<file path="src/rtl/tc77_responder.sv">
`default_nettype none
//============================================================================
// Module      : tc77_responder
// Description : Slave-side model of the TC77 SPI temperature sensor.
//               Free-running conversion timer, 16-bit read word
//               {TEMP[12:0], conversion-complete, 2 x Hi-Z} shifted out
//               MSB-first on SIO, followed by a 16-bit configuration write
//               (0xFFFF = shutdown, 0x0000 = continuous conversion).
//               SIO is split into SIO_I / SIO_O / SIO_OE; the board top
//               resolves these onto the bidirectional pin.
// Revision    : 1.0 - initial release
//============================================================================
module tc77_responder #(
    parameter logic [23:0] CONV_CYCLES = 24'd1000   // MCLK cycles per conversion, >= 2
) (
    input  logic        MCLK,        // single clock
    input  logic        RESET,       // synchronous, active-high
    input  logic [12:0] TEMP_VALUE,  // two's complement, 0.0625 C/LSB
    input  logic        nTEMPCS,     // chip select, asynchronous, active-low
    input  logic        TEMPCLK,     // SCK, asynchronous, idle low
    input  logic        SIO_I,       // SIO pin input
    output logic        SIO_O,       // SIO output data
    output logic        SIO_OE,      // SIO output enable (0 = Hi-Z)
    output logic        CONV_DONE,   // first conversion since reset completed
    output logic        SHUTDOWN     // configuration register holds 16'hFFFF
);

    // Transaction states
    localparam logic [1:0] ST_IDLE  = 2'd0;
    localparam logic [1:0] ST_READ  = 2'd1;
    localparam logic [1:0] ST_WRITE = 2'd2;
    localparam logic [1:0] ST_DONE  = 2'd3;

    localparam logic [5:0]  RISE_READ_END  = 6'd16;
    localparam logic [5:0]  RISE_WRITE_END = 6'd32;
    localparam logic [3:0]  LAST_DRIVEN    = 4'd13;
    localparam logic [15:0] CFG_SHUTDOWN   = 16'hFFFF;
    localparam logic [15:0] CFG_CONTINUOUS = 16'h0000;

    // ------------------------------------------------------------------
    // Synchronisers and edge detectors
    // ------------------------------------------------------------------
    logic cs_s1, cs_s2, cs_d;
    logic sck_s1, sck_s2, sck_d;
    logic sio_s1, sio_s2;

    logic cs_fall, cs_rise;
    logic sck_fall, sck_rise;

    // Two-stage synchronisers plus one delay stage for edge detection.
    // CS resets to its idle (high) level so that a release of reset with
    // CS already high produces no spurious edge.
    always_ff @(posedge MCLK) begin
        if (RESET) begin
            cs_s1  <= 1'b1;
            cs_s2  <= 1'b1;
            cs_d   <= 1'b1;
            sck_s1 <= 1'b0;
            sck_s2 <= 1'b0;
            sck_d  <= 1'b0;
            sio_s1 <= 1'b0;
            sio_s2 <= 1'b0;
        end else begin
            cs_s1  <= nTEMPCS;
            cs_s2  <= cs_s1;
            cs_d   <= cs_s2;
            sck_s1 <= TEMPCLK;
            sck_s2 <= sck_s1;
            sck_d  <= sck_s2;
            sio_s1 <= SIO_I;
            sio_s2 <= sio_s1;
        end
    end

    assign cs_fall  =  cs_d  & ~cs_s2;
    assign cs_rise  = ~cs_d  &  cs_s2;
    assign sck_rise = ~sck_d &  sck_s2;
    assign sck_fall =  sck_d & ~sck_s2;

    // ------------------------------------------------------------------
    // Transaction datapath registers
    // ------------------------------------------------------------------
    logic [1:0]  state, state_next;
    logic [15:0] shreg;
    logic [15:0] cfg_sh;
    logic [3:0]  bitidx;
    logic [5:0]  rcnt;
    logic [12:0] temp_reg;
    logic [23:0] timer;

    logic [3:0]  bitidx_inc;
    logic [5:0]  rcnt_inc;
    logic [15:0] load_word;

    // Both counters saturate so stray extra edges cannot wrap them
    assign bitidx_inc = (bitidx == 4'd15) ? 4'd15 : bitidx + 4'd1;
    assign rcnt_inc   = (rcnt == RISE_WRITE_END) ? RISE_WRITE_END : rcnt + 6'd1;

    // Word captured at CS fall uses register values from before this edge,
    // so a same-cycle conversion completion is not visible in this read.
    assign load_word  = {temp_reg, CONV_DONE, 2'b00};

    // ------------------------------------------------------------------
    // Transaction FSM
    // ------------------------------------------------------------------
    // State register
    always_ff @(posedge MCLK) begin
        if (RESET) begin
            state <= ST_IDLE;
        end else begin
            state <= state_next;
        end
    end

    // Next-state logic; CS rise aborts READ/WRITE and commits from DONE
    always_comb begin
        state_next = state;
        case (state)
            ST_IDLE: begin
                if (cs_fall) begin
                    state_next = ST_READ;
                end
            end
            ST_READ: begin
                if (cs_rise) begin
                    state_next = ST_IDLE;
                end else if (sck_rise && (rcnt_inc == RISE_READ_END)) begin
                    state_next = ST_WRITE;
                end
            end
            ST_WRITE: begin
                if (cs_rise) begin
                    state_next = ST_IDLE;
                end else if (sck_rise && (rcnt_inc == RISE_WRITE_END)) begin
                    state_next = ST_DONE;
                end
            end
            ST_DONE: begin
                if (cs_rise) begin
                    state_next = ST_IDLE;
                end
            end
            default: begin
                state_next = ST_IDLE;
            end
        endcase
    end

    logic do_load;     // capture read word, start driving bit 15
    logic do_step;     // advance to next output bit on SCK fall
    logic do_count;    // count an SCK rising edge
    logic do_oe_off;   // read phase finished, release SIO
    logic do_shift_in; // shift one configuration bit in
    logic do_abort;    // CS released before the write completed
    logic do_commit;   // CS released after a complete write

    // Output/action decode from the current state and synchronised edges
    always_comb begin
        do_load     = 1'b0;
        do_step     = 1'b0;
        do_count    = 1'b0;
        do_oe_off   = 1'b0;
        do_shift_in = 1'b0;
        do_abort    = 1'b0;
        do_commit   = 1'b0;
        case (state)
            ST_IDLE: begin
                do_load = cs_fall;
            end
            ST_READ: begin
                if (cs_rise) begin
                    do_abort = 1'b1;
                end else begin
                    do_step   = sck_fall;
                    do_count  = sck_rise;
                    do_oe_off = sck_rise && (rcnt_inc == RISE_READ_END);
                end
            end
            ST_WRITE: begin
                if (cs_rise) begin
                    do_abort = 1'b1;
                end else begin
                    do_count    = sck_rise;
                    do_shift_in = sck_rise;
                end
            end
            ST_DONE: begin
                do_commit = cs_rise;
            end
            default: begin
                do_abort = 1'b0;
            end
        endcase
    end

    // A committed 0x0000 restarts the conversion timer from zero
    logic cfg_clear;
    assign cfg_clear = do_commit && (cfg_sh == CFG_CONTINUOUS);

    // Shift registers, bit counters, SIO drive and configuration register
    always_ff @(posedge MCLK) begin
        if (RESET) begin
            shreg    <= 16'h0000;
            cfg_sh   <= 16'h0000;
            bitidx   <= 4'd0;
            rcnt     <= 6'd0;
            SIO_O    <= 1'b0;
            SIO_OE   <= 1'b0;
            SHUTDOWN <= 1'b0;
        end else begin
            if (do_load) begin
                shreg  <= load_word;
                cfg_sh <= 16'h0000;
                bitidx <= 4'd0;
                rcnt   <= 6'd0;
                SIO_O  <= load_word[15];
                SIO_OE <= 1'b1;
            end
            if (do_step) begin
                bitidx <= bitidx_inc;
                SIO_O  <= shreg[4'd15 - bitidx_inc];
                // Bits 1:0 of the word are never driven
                SIO_OE <= (bitidx_inc <= LAST_DRIVEN);
            end
            if (do_count) begin
                rcnt <= rcnt_inc;
            end
            if (do_oe_off || do_abort) begin
                SIO_OE <= 1'b0;
            end
            if (do_shift_in) begin
                cfg_sh <= {cfg_sh[14:0], sio_s2};
            end
            if (do_commit) begin
                if (cfg_sh == CFG_SHUTDOWN) begin
                    SHUTDOWN <= 1'b1;
                end else if (cfg_sh == CFG_CONTINUOUS) begin
                    SHUTDOWN <= 1'b0;
                end
            end
        end
    end

    // ------------------------------------------------------------------
    // Conversion timer
    // ------------------------------------------------------------------
    logic conv_tick;
    assign conv_tick = (timer == (CONV_CYCLES - 24'd1));

    // Free-running 0..CONV_CYCLES-1 counter; parked at zero in shutdown.
    // A config clear takes priority over a coincident conversion.
    always_ff @(posedge MCLK) begin
        if (RESET) begin
            timer     <= 24'd0;
            temp_reg  <= 13'd0;
            CONV_DONE <= 1'b0;
        end else if (cfg_clear || SHUTDOWN) begin
            timer <= 24'd0;
        end else if (conv_tick) begin
            timer     <= 24'd0;
            temp_reg  <= TEMP_VALUE;
            CONV_DONE <= 1'b1;
        end else begin
            timer <= timer + 24'd1;
        end
    end

endmodule
`default_nettype wire

</file>
<file path="config.mk">
export PLATFORM = sky130hd
export DESIGN_NAME = tc77_responder
export DESIGN_NICKNAME = d
export VERILOG_FILES = /design/src/rtl/tc77_responder.sv
export SDC_FILE = /design/constraint.sdc
export NUM_CORES = 1
export LEC_CHECK = 0
export ABC_AREA = 1
export BUFFER_PORTS_ARGS = -buffer_cell sky130_fd_sc_hd__buf_2
export CORE_UTILIZATION = 65
export DETAILED_ROUTE_END_ITERATION = 7
export PLACE_DENSITY = 0.84
export REMOVE_ABC_BUFFERS = 1
export SLEW_MARGIN = 20
export SYNTH_ARGS = -nofsm -noshare
export SYNTH_HDL_FRONTEND = slang
export SYNTH_SLANG_ARGS = --single-unit
</file>
<file path="constraint.sdc">
create_clock -name MCLK -period 2.91 [get_ports MCLK]
set_input_delay 0.873 -clock MCLK [delete_from_list [all_inputs] [get_ports MCLK]]
set_output_delay 0.873 -clock MCLK [all_outputs]
set_load 0.02 [all_outputs]
</file>
==> results of run 1 <==
-- where the power goes --
group | switching (W) | internal (W)
Combinational | 0.000239 | 0.000118
Sequential | 0.0000332 | 0.00129
Clock | 0.000500 | 0.000361
-- logic make-up (layout without fill, tap and decap cells) --
logic type                 count (synthesis)  in the layout  share of synthesized area [%]
AOI/OAI and AO/OA                         81             81                           10.0
xor gates and xnor gates                  12             12                           2.42
adders and majority gates                  8              8                           2.31
buffers and inverters                    123            149                           11.1
DFF                                       91             91                           42.0
and+or+nand+nor                          293            293                           32.1
-- synthesized netlist by cell type, types with 5 or more instances --
library cell | count | area share (%)
nand3_1 | 33 | 3.8
a21oi_1 | 24 | 2.8
o22ai_1 | 15 | 2.2
nor2_1 | 102 | 8.8
nor2_2 | 13 | 1.9
o21ai_0 | 27 | 3.1
dfxtp_1 | 91 | 42
o21ai_1 | 11 | 1.3
nor3_1 | 12 | 1.4
clkbuf_1 | 7 | 0.61
buf_2 | 5 | 0.58
inv_2 | 5 | 0.43
nand2_1 | 92 | 8.0
ha_1 | 8 | 2.3
nand4_1 | 16 | 2.3
inv_1 | 102 | 8.8
xor2_1 | 10 | 2.0
-- per-stage QoR --
stage	hold slack, ns	setup WS, ns	util, %	area [sq um]
finish	0.414	0.742	73.5	4690
global route	0.428	0.647	73.5	4690
CTS	0.414	0.827	73.5	4690
detailed placement	0.394	0.861	70.4	4490
global placement	0.391	0.999	70.4	4490
floorplan	0.388	0.698	-	4260
-- placed cells by master, fill, tap and decap left out, types with 2 or more instances in the layout --
cell,instances
nor2_2,13
inv_1,102
inv_8,3
buf_2,21
nand3_1,33
inv_6,3
a21oi_1,24
ha_1,8
dfxtp_1,91
or2_2,2
inv_2,5
nand4_1,16
nor2_4,3
nand2_1,92
xor2_1,10
o21ai_0,27
nor2_1,102
nand3_2,3
nor3_1,12
buf_4,5
o21ai_1,11
o22ai_1,15
nor3b_1,2
xnor2_1,2
nor4_1,3
clkbuf_8,10
nand4_2,2
nand2_2,3
nor3_4,3
-- metal layers --
layer	track usage [%]	share of wire (%)
met5	0	0
met4	10.2	1.8
met3	6.03	4.2
met2	45.5	49
met1	31.1	45
-- tightest hold or removal path, stage by stage (launching register included) --
cell,delay (ns)
dfxtp_1,0.31
inv_1,0.04
nor2_1,0.03
-- path summary, 6_finish.rpt --
kind	from	endpoint	slack [ns]	cells past startpoint
max	state[0]	cfg_sh[1]	0.74	9
max reg2reg	state[0]	cfg_sh[1]	0.74	9
min	sck_s1	sck_s2	0.41	2
min reg2reg	sck_s1	sck_s2	0.41	2
-- final cells by class --
cell class / count / area (sq um)
multi-input combinational: 394 / 2030
sequential: 91 / 1820
fill: 511 / 1690
inverter: 107 / 402
timing repair buffer: 26 / 143
clock buffer: 10 / 138
tap: 77 / 96.3
clock inverter: 6 / 60.1
==> summary.md, run 1 <==
| Metric | Value |
|---|---|
| Unrepaired setup endpoints after global routing | `false` |
| Number of antenna violations at the first check in global routing | `0` |
| Worst ir drop on vdd | `between 0.5 and 0.6 mV` |
| Crit path buffers/inverters | `3` |
| Routed WL per cell | `12.2 um` |
| Max Clock Skew | `roughly 0.014 ns` |
| I/O pin total | `22` |
| Sequential area share after synthesis | `between 40% and 50%` |
| Total grt overflow | `0` |
| Arrival time worst endpoint | `2.42 ns` |
| PwrDens | `542 nW/um^2` |
| CP Data Required Time | `around 3.2 ns` |
| Crit Path Category | `reg2reg` |
| CTS max path bufs | `2` |
| Leakage Power | `just over 2 nW` |
| # setup viols final | `0` |
| Startpoint Class | `flip-flop` |
| Largest net degree at the start of global routing | `37` |
| Fraction of layout cells with a size suffix above 1 | `between 10% and 20%` |
| Syn-to-layout area delta | `8.19%` |
| Final Max Tran Viols | `0` |
| Number of global-route vias before repair | `between 3000 and 4000` |
| Hold_buf cts | `0` |
| Synth Instances | `about 600` |
| Final period utilization | `74.5%` |
| PortBufs | `21` |
| CP max stage cell | `nand2_1` |
| Placed cell count | `695` |
| Nature of the critical path endpoint | `flip-flop` |
| Die H | `approximately 84 um` |
| DR vias | `3869` |
| Setup TNS | `0 ns` |
| MaxCap Viol Count | `0` |
| Die W | `83.7 um` |
| Largest Register | `timer` |
| Asr flop ratio synth | `0%` |
| Antenna-violating nets left | `0` |
| Number of flip-flops in the largest register | `24` |
| Worst Tran Pin Value | `just under 0.5 ns` |
| Hold WC Path Type | `reg2reg` |
| Most used cell, CP | `inv_1` |
| Clock transition at the registers of the reported paths | `around 0.1 ns` |
| Top flop regs | `timer (24), cfg_sh (16), shreg (14)` |
| Max_slew headroom | `about two thirds` |
| First-pass GRT wire length | `roughly 15000 um` |
| Die area | `about 7000 sq um` |
| Number of synthesized flops with an enable pin | `0` |
| Clock Sink Count | `between 90 and 100` |
| # rows | `29` |
| Final Non-Filler Cells | `about 710` |
| # H-tree levels | `3` |
| Final Power | `0.00254 W` |
| Final hold viol count | `0` |
| Worst skew pair latency | `~0.37 ns` |
| Critical path's top delay family | `simple AND/OR/NAND/NOR gates` |
| Synth Flop Type | `dfxtp_1` |
| Mapped Area | `between 4000 and 5000 sq um` |
| Yosys warns | `0` |
| CP max stage delay | `0.47 ns` |
| Clock period minus worst slack | `around 2.2 ns` |
| Ant diodes | `0` |
| Syn_area_per_cell | `between 7 and 8 sq um` |
| HPWL Detailed | `approximately 6200 um` |
| Starting DRT DRC Count | `between 150 and 200` |
| Root Buffer | `clkbuf_8` |
| Core area | `around 6400 sq um` |
| CTS tree | `done` |
| TritonRoute pass-1 iters | `4` |
| Status | `finished, final reports clean` |
| FF+latch count, synth | `91` |
| Net count, final | `655` |
| Peak Freq | `between 0.4 and 0.5 GHz` |
| RePlAce Congestion | `approximately 0.84` |
| Final WL | `8710 um` |
| Total track usage | `a little over a quarter` |
| TritonCTS Buffers | `9` |
| Synth cell types | `36` |
| DR vias/cell | `~5.4` |
| CP Cell Sequence | `inv_1 > ha_1 > inv_1 > nor2_1 > nand2_2 > nand2_1 > o22ai_1 > inv_1 > nor2_1` |
| DRC | `0` |
| Initial core utilization | `67.9%` |
| Post-CTS setup repair buffer count | `0` |
| Cts repair resizes | `0` |
| CP max FO | `17` |
(Power assumes the default switching activity.)
==> inputs of run 2 (changes only) <==
--- a/config.mk
+++ b/config.mk
@@ -7,9 +7,9 @@
 export LEC_CHECK = 0
 export ABC_AREA = 1
 export BUFFER_PORTS_ARGS = -buffer_cell sky130_fd_sc_hd__buf_2
-export CORE_UTILIZATION = 65
+export CORE_UTILIZATION = 55
 export DETAILED_ROUTE_END_ITERATION = 7
-export PLACE_DENSITY = 0.84
+export PLACE_DENSITY = 0.76
 export REMOVE_ABC_BUFFERS = 1
 export SLEW_MARGIN = 20
 export SYNTH_ARGS = -nofsm -noshare
==> constraint.sdc (replaced) <==
create_clock -name MCLK -period 1.8 [get_ports MCLK]
set_input_delay 0.54 -clock MCLK [delete_from_list [all_inputs] [get_ports MCLK]]
set_output_delay 0.54 -clock MCLK [all_outputs]
set_load 0.02 [all_outputs]
==> run 2 against run 1 <==
Utilization is 9.9 points lower. Wire length down 2.7%. Flip-flop and latch count stayed put. First-iteration DRC count fell by 28%. Sequential power up 62%. Largest power group unchanged. Highest routed layer unchanged.
==> summary.md, run 2 (same netlist as run 1, synthesis figures left out) <==
| Metric | Value |
|---|---|
| Status | `finished, final reports clean` |
| Worst setup margin | `0.100 ns (-0.642 ns)` |
| Ant diodes | `0 (unchanged)` |
| Nature of the critical path endpoint | `flip-flop` |
| Starting DRT DRC Count | `137 (-28%)` |
| R2R Setup Slk | `0.10 ns (-0.64 ns)` |
| Final WL | `8480 um (-2.7%)` |
| DR vias/cell | `5.03 (-7.5%)` |
| PwrDens | `856 nW/um^2 (+58%)` |
| Max Clock Skew | `0.0101 ns (-0.00343 ns)` |
| Total grt overflow | `0 (unchanged)` |
| Arrival time worst endpoint | `1.95 ns (-0.47 ns)` |
| Worst ir drop on vdd | `0.527 mV (-4.1%)` |
| CP Data Required Time | `2.05 ns (-1.11 ns)` |
| TritonRoute pass-1 iters | `6 (+2)` |
| Number of antenna violations at the first check in global routing | `0 (unchanged)` |
| Place WS | `0.0392 ns (-0.822 ns)` |
| Startpoint Class | `flip-flop` |
| R2R depth | `9 (unchanged)` |
| Clock transition at the registers of the reported paths | `0.09 ns (about the same)` |
| DR vias | `3761 (-2.8%)` |
| PortBufs | `21 (unchanged)` |
| Clock Sink Count | `91 (unchanged)` |
| Initial core utilization | `56.4% (-11 points)` |
| HPWL Detailed | `6060 um (-2.0%)` |
| Met3 Usage GRT | `3.54% (-2.5 points)` |
| # rows | `32 (+10%)` |
| # setup viols final | `0 (unchanged)` |
| MaxCap Viol Count | `0 (unchanged)` |
| Hold Crit Depth | `2 (unchanged)` |
| Die H | `90.8 um (+8.5%)` |
| Die area | `8240 sq um (+18%)` |
| # H-tree levels | `3 (unchanged)` |
| Finished Core Util | `63.6% (-9.9 points)` |
| Busiest grt layer | `met2` |
| Top flop regs | `timer (24), cfg_sh (16), shreg (14)` |
| Syn-to-layout area delta | `12.8%` |
| Unrepaired setup endpoints after global routing | `true` |
| Hold Slack | `0.366 ns (-0.0478 ns)` |
| Total track usage | `21.5% (-4.7 points)` |
| CTS tree | `done` |
| Largest net degree at the start of global routing | `37 (unchanged)` |
| TritonCTS Buffers | `9 (unchanged)` |
| DRC | `0 (unchanged)` |
| Net count, final | `666 (+1.7%)` |
| Met1 usage | `27.0% (-4.1 points)` |
| Antenna-violating nets left | `0 (unchanged)` |
| Commonest non-fill, non-tap cell in the layout | `inv_1` |
| CP max FO | `11 (-6)` |
| Crit Path Category | `reg2reg` |
| Leakage Power | `2.07 nW (+3.1%)` |
| Met2 usage | `37.2% (-8.3 points)` |
| Final hold viol count | `0 (unchanged)` |
| Worst skew pair latency | `0.36 ns (about the same)` |
| Worst Tran Pin Value | `0.444 ns (-0.0511 ns)` |
| Peak Freq | `0.588 GHz (+28%)` |
| Core area | `7690 sq um (+20%)` |
| Final Max Tran Viols | `0 (unchanged)` |
| Largest Register | `timer` |
| Max_slew headroom | `70.2% (+3.3 points)` |
| Hold WC Path Type | `in2reg` |
| I/O pin total | `22 (unchanged)` |
| Routed WL per cell | `11.3 um (-7.4%)` |
| Root Buffer | `clkbuf_8` |
| Clock period minus worst slack | `1.70 ns (-0.468 ns)` |
| Setup TNS | `0 ns (unchanged)` |
| RePlAce Congestion | `0.933 (+11%)` |
| Most frequent cells in the layout | `inv_1, nor2_1, dfxtp_1, nand2_1, nand3_1` |
| Fraction of layout cells with a size suffix above 1 | `17.1% (+4.4 points)` |
| First-pass GRT wire length | `14900 um (about the same)` |
| Number of global-route vias before repair | `3604 (+0.98%)` |
| Fill count | `723 (+41%)` |
| Die W | `90.8 um (+8.5%)` |
| CTS max path bufs | `2 (unchanged)` |
| Number of flip-flops in the largest register | `24 (unchanged)` |
| Final period utilization | `94.4% (+20 points)` |
-- run 2: cell types whose count changed in the layout (fill, tap and decap cells not counted), sizes merged --
cell	previous run	this run
buf	26	37
inv	113	110
clkinvlp	0	2
bufinv	0	1
-- run 2: worst paths after layout --
| kind | from | endpoint |
|---|---|---|
| max reg2reg | cfg_sh[10] | temp_reg[12] |
| max | cfg_sh[10] | temp_reg[12] |
| min | nTEMPCS | cs_s1 |
| min reg2reg | sck_s1 | sck_s2 |
-- run 2: timing repair --
item | 4_1_cts | 5_1_grt
setup buffers | 0 | 1
setup endpoints to repair | 0 | 38
resized for setup | 0 | 22
hold buffers | 0 | 0
-- run 2: routing by layer --
layer  vias up  wire length (um)  share of wire [%]
li1       1987                 -                  -
met1      1696              3970                 47
met2        72              4100                 48
met3         6               330                3.9
met4         0                69               0.81
met5         -                 0                  0
-- run 2: through the flow --
| stage | total power (W) | std cells | instance area (sq um) |
|---|---|---|---|
| detailed placement | 0.00275 | 730 | 4610 |
| finish | 0.00419 | 747 | 4890 |
| global route | 0.00441 | 747 | 4890 |
| global placement | 0.00274 | 730 | 4610 |
| CTS | 0.00418 | 746 | 4820 |
| floorplan | 0.00256 | 592 | 4260 |
-- run 2: critical path: stages, from the launching register on --
cell and delay (ns):
dfxtp_1 0.32, inv_1 0.08, nand3_1 0.09, nor3_1 0.32
nand3_2 0.19, nand2_1 0.15, nor2_4 0.07, buf_6 0.14
o21ai_0 0.16, nor2_1 0.05
-- run 2: final cells by class --
cell class | count | area, sq um | area share, %
tap | 102 | 128 | 2.61
multi-input combinational | 394 | 2080 | 42.6
sequential | 91 | 1830 | 37.3
timing repair buffer | 37 | 241 | 4.94
inverter | 107 | 404 | 8.27
clock inverter | 6 | 71.3 | 1.46
clock buffer | 10 | 138 | 2.81
-- run 2: power breakdown --
group	switching, W	internal [W]	total, W
clock	0.000749	0.000695	0.00144
combinational	0.000383	0.000222	0.000606
sequential	0.0000524	0.00209	0.00214
total	0.00118	0.00300	0.00419
==> inputs of run 3 (changes only) <==
==> constraint.sdc (replaced) <==
create_clock -name MCLK -period 1.8 [get_ports MCLK]
set_input_delay 0.36 -clock MCLK [delete_from_list [all_inputs] [get_ports MCLK]]
set_output_delay 0.36 -clock MCLK [all_outputs]
set_load 0.02 [all_outputs]
==> run 3 against run 2 <==
Worst setup slack better by 0.045 ns. Via count is 1.2% higher. Global-route usage barely moved. Combinational power fell by 0.7%. Clock skew rose by 0.00070 ns. Flip-flop and latch count stayed put. Largest cell class unchanged.
==> summary.md, run 3 (same netlist as run 1, synthesis figures left out) <==
| Metric | Value |
|---|---|
| Number of antenna violations at the first check in global routing | `0 (unchanged)` |
| Number of flip-flops in the largest register | `24 (unchanged)` |
| Final period utilization | `91.9% (-2.5 points)` |
| Final Max Tran Viols | `0 (unchanged)` |
| Core area | `7690 sq um (unchanged)` |
| TritonCTS Buffers | `9 (unchanged)` |
| DR vias | `3808 (+1.2%)` |
| Leakage Power | `2.08 nW (+0.31%)` |
| Met1 usage | `26.8% (-0.25 points)` |
| Final hold viol count | `0 (unchanged)` |
| DR vias/cell | `5.10 (+1.2%)` |
| # setup viols final | `0 (unchanged)` |
| Worst ir drop on vdd | `0.735 mV (+40%)` |
| Crit path launch | `cs_s2` |
| Largest net degree at the start of global routing | `37 (unchanged)` |
| Starting DRT DRC Count | `143 (+4.4%)` |
| Die area | `8240 sq um (unchanged)` |
| Clock transition at the registers of the reported paths | `0.08 ns (about the same)` |
| Antenna-violating nets left | `0 (unchanged)` |
| Hold WC Path Type | `in2reg` |
| Syn-to-layout area delta | `12.4%` |
| Final WL | `8480 um (about the same)` |
| Initial core utilization | `56.4% (unchanged)` |
| Clock period minus worst slack | `1.65 ns (-0.0448 ns)` |
| Worst skew pair latency | `0.36 ns (about the same)` |
| CP max stage cell | `dfxtp_1` |
| Crit Path Category | `reg2reg` |
| Place WS | `0.0807 ns (+0.0415 ns)` |
| Total grt overflow | `0 (unchanged)` |
| Worst Tran Pin Value | `0.425 ns (-0.0193 ns)` |
| # rows | `32 (unchanged)` |
| Hold Slack | `0.190 ns (-0.176 ns)` |
| Busiest grt layer | `met2` |
| Net count, final | `667 (+0.15%)` |
| Setup TNS | `0 ns (unchanged)` |
| Critical path's top delay family | `simple AND/OR/NAND/NOR gates` |
| Startpoint Class | `flip-flop` |
| CP Cell Sequence | `inv_2 > nor2_4 > inv_2 > nor2_2 > nand3_2 > nand2_1 > nor2_4 > buf_4 > o21ai_0 > nor2_1` |
| Max Clock Skew | `0.0108 ns (+0.000703 ns)` |
| Clock Sink Count | `91 (unchanged)` |
| CP max FO | `11 (unchanged)` |
| CTS tree | `done` |
| CTS max path bufs | `2 (unchanged)` |
| Ant diodes | `0 (unchanged)` |
| HPWL Detailed | `6100 um (+0.64%)` |
| # H-tree levels | `3 (unchanged)` |
| CP Data Required Time | `2.05 ns (about the same)` |
| Unrepaired setup endpoints after global routing | `true` |
| R2R Path Start | `cs_s2` |
| MaxCap Viol Count | `0 (unchanged)` |
| Worst setup margin | `0.145 ns (+0.0448 ns)` |
| Routed WL per cell | `11.3 um (about the same)` |
| Crit path buffers/inverters | `3 (+1)` |
| Finished Core Util | `63.4% (-0.18 points)` |
| TritonRoute pass-1 iters | `4 (-2)` |
| RePlAce Congestion | `0.933 (about the same)` |
| Final Power | `0.00423 W (+0.92%)` |
| Commonest non-fill, non-tap cell in the layout | `inv_1` |
| PwrDens | `867 nW/um^2 (+1.2%)` |
| Die W | `90.8 um (unchanged)` |
| Status | `finished, final reports clean` |
| I/O pin total | `22 (unchanged)` |
| DRC | `0 (unchanged)` |
| Nature of the critical path endpoint | `flip-flop` |
| Met3 Usage GRT | `3.96% (+0.42 points)` |
| Peak Freq | `0.604 GHz (+2.7%)` |
| First-pass GRT wire length | `14700 um (-1.2%)` |
| Root Buffer | `clkbuf_8` |
| PortBufs | `21 (unchanged)` |
| Fraction of layout cells with a size suffix above 1 | `16.4% (-0.62 points)` |
| Number of global-route vias before repair | `3528 (-2.1%)` |
| Die H | `90.8 um (unchanged)` |
| Total track usage | `21.5% (+0.040 points)` |
| Met2 usage | `36.3% (-0.88 points)` |
| CP max stage delay | `0.38 ns (+0.06 ns)` |
| Top flop regs | `timer (24), cfg_sh (16), shreg (14)` |
| Largest Register | `timer` |
| Max_slew headroom | `71.5% (+1.3 points)` |
| Most frequent cells in the layout | `inv_1, nor2_1, nand2_1` |
| Arrival time worst endpoint | `1.91 ns (-0.04 ns)` |
| Min-delay src | `nTEMPCS` |
[run 3: per-layer routing]
metal / routed length [um] / vias to the layer above
met2: 3970 / 79
met1: 4030 / 1725
met3: 332 / 14
met5: 0 / -
li1: - / 1990
met4: 146 / 0
[run 3: layout make-up]
type / instances / area (sq um)
tap: 102 / 128
clock buffer: 9 / 124
clock inverter: 6 / 90.1
sequential: 91 / 1830
multi-input combinational: 394 / 2070
timing repair buffer: 38 / 233
inverter: 107 / 402
fill: 719 / 2810
[run 3: path summary, 6_finish.rpt]
| kind | end | slack, ns | cells after the start |
|---|---|---|---|
| max | temp_reg[0] | 0.15 | 10 |
| min | cs_s1 | 0.19 | 2 |
| max reg2reg | temp_reg[0] | 0.15 | 10 |
| min reg2reg | sio_s2 | 0.41 | 2 |
[run 3: per-stage QoR]
stage	cell area [sq um]	std cells
final	4880	747
after global routing	4880	747
after CTS	4810	745
after detailed placement	4600	730
after global placement	4600	730
after floorplan	4260	592
[run 3: power breakdown]
part           total (W)  switching (W)  internal (W)
registers        0.00214      0.0000510       0.00209
logic           0.000602       0.000384      0.000218
clock network    0.00149       0.000709      0.000779
[run 3: timing repair]
item | CTS | global route
setup endpoints to repair | 0 | 35
gates resized for setup | 0 | 16
buffers inserted | 0 | 2
hold buffers | 0 | 0
